$ cat src/rtl/copi_cipo_spi_engine.sv
// SPI transmit engine: serializes 16-bit COPI commands and captures 4x-oversampled CIPO.
// Optional macro CIPO_LOOPBACK_EN adds loopback_en, sampling a 3-cycle delayed copy of copi.
module copi_cipo_spi_engine #(
   parameter int CS_HIGH_TICKS = 16,
   parameter int CAPTURE_LEN   = 74
) (
   input  logic                   dataclk,
   input  logic                   reset,
   input  logic [15:0]            cmd,
   input  logic                   cmd_valid,
   output logic                   cmd_ready,
   output logic                   cs_b,
   output logic                   sclk,
   output logic                   copi,
   input  logic                   cipo,
`ifdef CIPO_LOOPBACK_EN
   input  logic                   loopback_en,
`endif
   output logic [CAPTURE_LEN-1:0] cipo4x,
   output logic                   cipo4x_valid
);

   generate
      if (CS_HIGH_TICKS < 10 || CS_HIGH_TICKS > 255) begin : g_bad_gap
         $error("copi_cipo_spi_engine: CS_HIGH_TICKS must be in 10..255");
      end
   endgenerate

   typedef enum logic [1:0] {IDLE, FRAME, TAIL, GAP} state_t;

   state_t                 state, state_n;
   logic [5:0]             t, t_n;
   logic [7:0]             h, h_n;
   logic [15:0]            cmd_q;
   logic                   cs_b_n, sclk_n, copi_n;
   logic [6:0]             s;
   logic                   samp_en, sample_bit, copy_pend;
   logic [CAPTURE_LEN-1:0] shadow;

   assign cmd_ready = (state == IDLE);

   // Output registers are loaded with the levels of the tick being entered.
   always_comb begin
      state_n = state;
      t_n     = t;
      h_n     = h;
      cs_b_n  = 1'b1;
      sclk_n  = 1'b0;
      copi_n  = 1'b0;
      case (state)
         IDLE: begin
            if (cmd_valid) begin
               state_n = FRAME;
               t_n     = 6'd0;
               h_n     = 8'd0;
               cs_b_n  = 1'b0;
               copi_n  = cmd[15];
            end
         end
         FRAME: begin
            if (t == 6'd63) begin
               state_n = TAIL;
               h_n     = 8'd0;
            end else begin
               t_n    = t + 6'd1;
               cs_b_n = 1'b0;
               sclk_n = t_n[1];
               copi_n = cmd_q[~t_n[5:2]];
            end
         end
         TAIL, GAP: begin
            if (h == 8'(CS_HIGH_TICKS - 1)) begin
               state_n = IDLE;
               h_n     = 8'd0;
            end else begin
               h_n     = h + 8'd1;
               state_n = (h_n < 8'd10) ? TAIL : GAP;
            end
         end
         default: state_n = IDLE;
      endcase
   end

   always_ff @(posedge dataclk or posedge reset) begin
      if (reset) begin
         state <= IDLE;
         t     <= '0;
         h     <= '0;
         cmd_q <= '0;
         cs_b  <= 1'b1;
         sclk  <= 1'b0;
         copi  <= 1'b0;
      end else begin
         state <= state_n;
         t     <= t_n;
         h     <= h_n;
         cs_b  <= cs_b_n;
         sclk  <= sclk_n;
         copi  <= copi_n;
         if (state == IDLE && cmd_valid) cmd_q <= cmd;
      end
   end

`ifdef CIPO_LOOPBACK_EN
   logic [2:0] lb_dly;
   always_ff @(posedge dataclk or posedge reset) begin
      if (reset) lb_dly <= '0;
      else       lb_dly <= {lb_dly[1:0], copi};
   end
   assign sample_bit = loopback_en ? lb_dly[2] : cipo;
`else
   assign sample_bit = cipo;
`endif

   // Frame ticks map to samples 0..63, tail ticks to 64..73.
   assign samp_en = (state == FRAME) || (state == TAIL);
   assign s       = (state == FRAME) ? {1'b0, t} : 7'd64 + h[6:0];

   // The copy trails the last sample by one tick; it may land in IDLE when the gap is short.
   always_ff @(posedge dataclk or posedge reset) begin
      if (reset) begin
         shadow       <= '0;
         cipo4x       <= '0;
         cipo4x_valid <= 1'b0;
         copy_pend    <= 1'b0;
      end else begin
         cipo4x_valid <= copy_pend;
         copy_pend    <= samp_en && (s == 7'(CAPTURE_LEN - 1));
         if (copy_pend) cipo4x <= shadow;
         if (samp_en) shadow[s] <= sample_bit;
      end
   end

endmodule

$ cat config.mk
export PLATFORM = sky130hd
export DESIGN_NAME = copi_cipo_spi_engine
export DESIGN_NICKNAME = d
export VERILOG_FILES = /design/src/rtl/copi_cipo_spi_engine.sv
export SDC_FILE = /design/constraint.sdc
export NUM_CORES = 1
export LEC_CHECK = 0
export CAP_MARGIN = 15
export CORE_MARGIN = 2
export CORE_UTILIZATION = 40
export DETAILED_ROUTE_END_ITERATION = 7
export HOLD_SLACK_MARGIN = 0.06
export PLACE_DENSITY_LB_ADDON = 0.1
export SYNTH_ARGS = -nofsm -noshare
export SYNTH_HDL_FRONTEND = slang
export SYNTH_SLANG_ARGS = --single-unit
$ cat constraint.sdc
create_clock -name dataclk -period 16.1 [get_ports dataclk]
set_input_delay 1.61 -clock dataclk [delete_from_list [all_inputs] [get_ports dataclk]]
set_output_delay 1.61 -clock dataclk [all_outputs]
set_load 0.03 [all_outputs]
==> metrics.txt <==
outcome=complete, no violations; GRT Total Usage=0.167; number of synthesized register bits=185; Worst-Margin Slew=0.990 ns; Placed Cells=946; most numerous cell in the Yosys netlist=dfrtp_1; H-tree Lvls=4; critical-path maximum fanout=5; IO Count=99; gr ovfl total=0; Num CTS Buffers=17; Antenna Cells=0; Avg Cell Area, Syn=13.1 sq um; starting density of the core=0.410; post-DR wirelength/cell=17.1 um; register area share after synthesis=0.579; R2R cell count=7; top cells by count, synth=184 x dfrtp_1, 159 x mux2_2, 78 x nor2_1, 27 x nand2_1, 17 x clkbuf_1; worst hold path class=register to register; hold path cells=1; hpwl dp=11.1 mm; largest cells by area after synthesis=dfrtp_1 58%, mux2_2 22%, nor2_1 3.7%; Layout Utilization=0.499; CTS root buf=clkbuf_16; Cell Area, Synth=8000 sq um; initial antenna violation count=0; largest net degree at the start of global routing=75; Hold-fix buffers, CTS=0; synthesized net count=638; Die Span Y=145 um; asr flop ratio synth=1.00; P_sw=0.000197 W; power per standard cell area=roughly 90 nW/um^2; clock slew at reported path FFs=roughly 0.070 ns; synth warn=0; hold_sp=shadow[49]; Pre-Repair DR Iteration Count=4; Worst EP required=14.49 ns; routed wire length=16.7 mm; cell taking the most area after synthesis=dfrtp_1; Post-CTS Resized=0; DRC=0; routed vias=4915; CP Data Arrival Time=about 1.9 ns; min Tclk post-route=3.51 ns; first-pass GRT wire length=28.0 mm; Fin Clk Skew=0.00984 ns; Max Freq=around 280 MHz; RR Startpoint=state[1]; CTS Sinks=185; clock power share=0.441; number of synthesized flops with an enable pin=0; Antenna Nets Post-Route=0; core area=19500 sq um; worst relative slew slack=0.340; DRT iter0 DRCs=219; Chip Width=145 um; fillers=1728; Post-CTS Setup Inserts=0; setup TNS=0 ns; LEAKAGE=4.38 nW; CP Capture Type=primary output; register area=about 4600 sq um; critical path class=register to primary output; internal power component=0.000694 W; vias in the first global route=5129; full die area=approximately 21000 sq um; Non-Filler Instances=~1000; share of layout cells above drive strength 1=0.303; CP startpoint=state[0]; VDD IR-drop max=69.0 uV; switching fraction of total power=0.221; startpoint types=register; Cells after Synth=612; clk_lat worst skew=0.42 ns; Slew Limit Fails=0; Final Cycle Share=0.218; RSZ-0062 raised after global routing=false; Clock Tree Buf Depth=2; GPL Wtd Cong=0.762; Netlist cell types=56; final setup vio count=0; vias per cell=a little over 5; area grow syn2layout=21.9%; IO Port Bufs=between 90 and 100; Synth Flop Type=dfrtp_1; max_cap viols=0; final hold violations=0; share of the synthesized area in the top cell type=0.576; Net count, final=727; combinational share of power=0.026; total power draw=between 0.0008 and 0.0009 W; footprint of the multi-input gates=3170 sq um; TritonCTS clock tree=done; Rows=roughly 50; register share of total power=0.533
## worst paths after layout
path	slack, ns	to
setup / recovery	12.59	cmd_ready
hold / removal	0.48	shadow[49]
setup reg to reg	13.19	shadow[49]
hold reg to reg	0.48	shadow[49]
max in group asynchronous	13.20	cipo4x[13]
min in group asynchronous	1.64	cipo4x[66]
## cell type report
type                       count  area share
clock buffer                  17      0.0436
clock inverter                14      0.0127
inverter                      11     0.00475
multi-input combinational    384       0.325
sequential                   185       0.475
tap                          265      0.0340
timing repair buffer         102       0.104
## layer usage
| layer | global-route usage | share of wire | wire length (um) |
|---|---|---|---|
| met1 | 0.237 | 0.49 | 8130 |
| met5 | 0 | 0 | 0 |
| met4 | 0.0598 | 0.018 | 295 |
| met3 | 0.0332 | 0.040 | 673 |
| met2 | 0.256 | 0.46 | 7640 |
## worst max-delay path, stage by stage, from the launching register on
cell and delay (ns):
dfrtp_1 0.42, inv_1 0.12, ha_1 0.24, clkdlybuf4s50_1 0.71
## logic make-up (layout without fill, tap and decap cells)
kind of cell / count (synthesis) / in the layout / share of synthesized area
DFF: 185 / 185 / 0.579
AOI/OAI and AO/OA: 46 / 46 / 0.0410
muxes: 169 / 169 / 0.245
adders and majority gates: 6 / 6 / 0.00939
and+or+nand+nor: 156 / 156 / 0.0906
xor gates and xnor gates: 7 / 7 / 0.0100
buffers and inverters: 43 / 144 / 0.0246
## power by group through the flow
stage | Combinational [W] | Clock [W] | Sequential (W)
global placement | 0.0000228 | 0 | 0.000483
CTS | 0.0000235 | 0.000405 | 0.000475
finish | 0.0000231 | 0.000393 | 0.000475
global route | 0.0000265 | 0.000426 | 0.000475
floorplan | 0.0000144 | 0 | 0.000482
detailed placement | 0.0000235 | 0 | 0.000484
## through the flow
step / worst slack (ns) / hold slack [ns] / instance area [sq um]
floorplan: 9.46 / 0.370 / 8000
global placement: 12.69 / 0.462 / 9180
detailed placement: 12.66 / 0.461 / 9180
CTS: 12.56 / 0.477 / 9730
global route: 12.47 / 0.520 / 9750
finish: 12.59 / 0.481 / 9750
## registers in the layout (all words and copies together), names as in the netlist
register / flops
cipo4x: 74
shadow: 74
cmd_q: 16
h: 8
t: 6
state: 2
cipo4x_valid: 1
copi: 1
copy_pend: 1
cs_b: 1
sclk: 1
## layout by cell type (no fill, tap or decap), types with 4 or more instances in the layout
cell type	Yosys	layout
ha_1	6	6
clkbuf_16	0	17
nand2_1	27	27
dfrtp_1	184	183
mux2_2	159	159
clkdlybuf4s50_1	0	97
nor2_1	78	78
o31ai_1	4	4
nor2_2	7	7
a21oi_1	5	5
o21ai_0	16	16
nand3_1	16	16
mux2_1	5	5
clkinv_2	0	5
inv_6	0	5
mux4_1	4	4
inv_1	9	8
or2b_1	4	4
nand2b_1	6	6
Power figures use the tool's default switching activity.
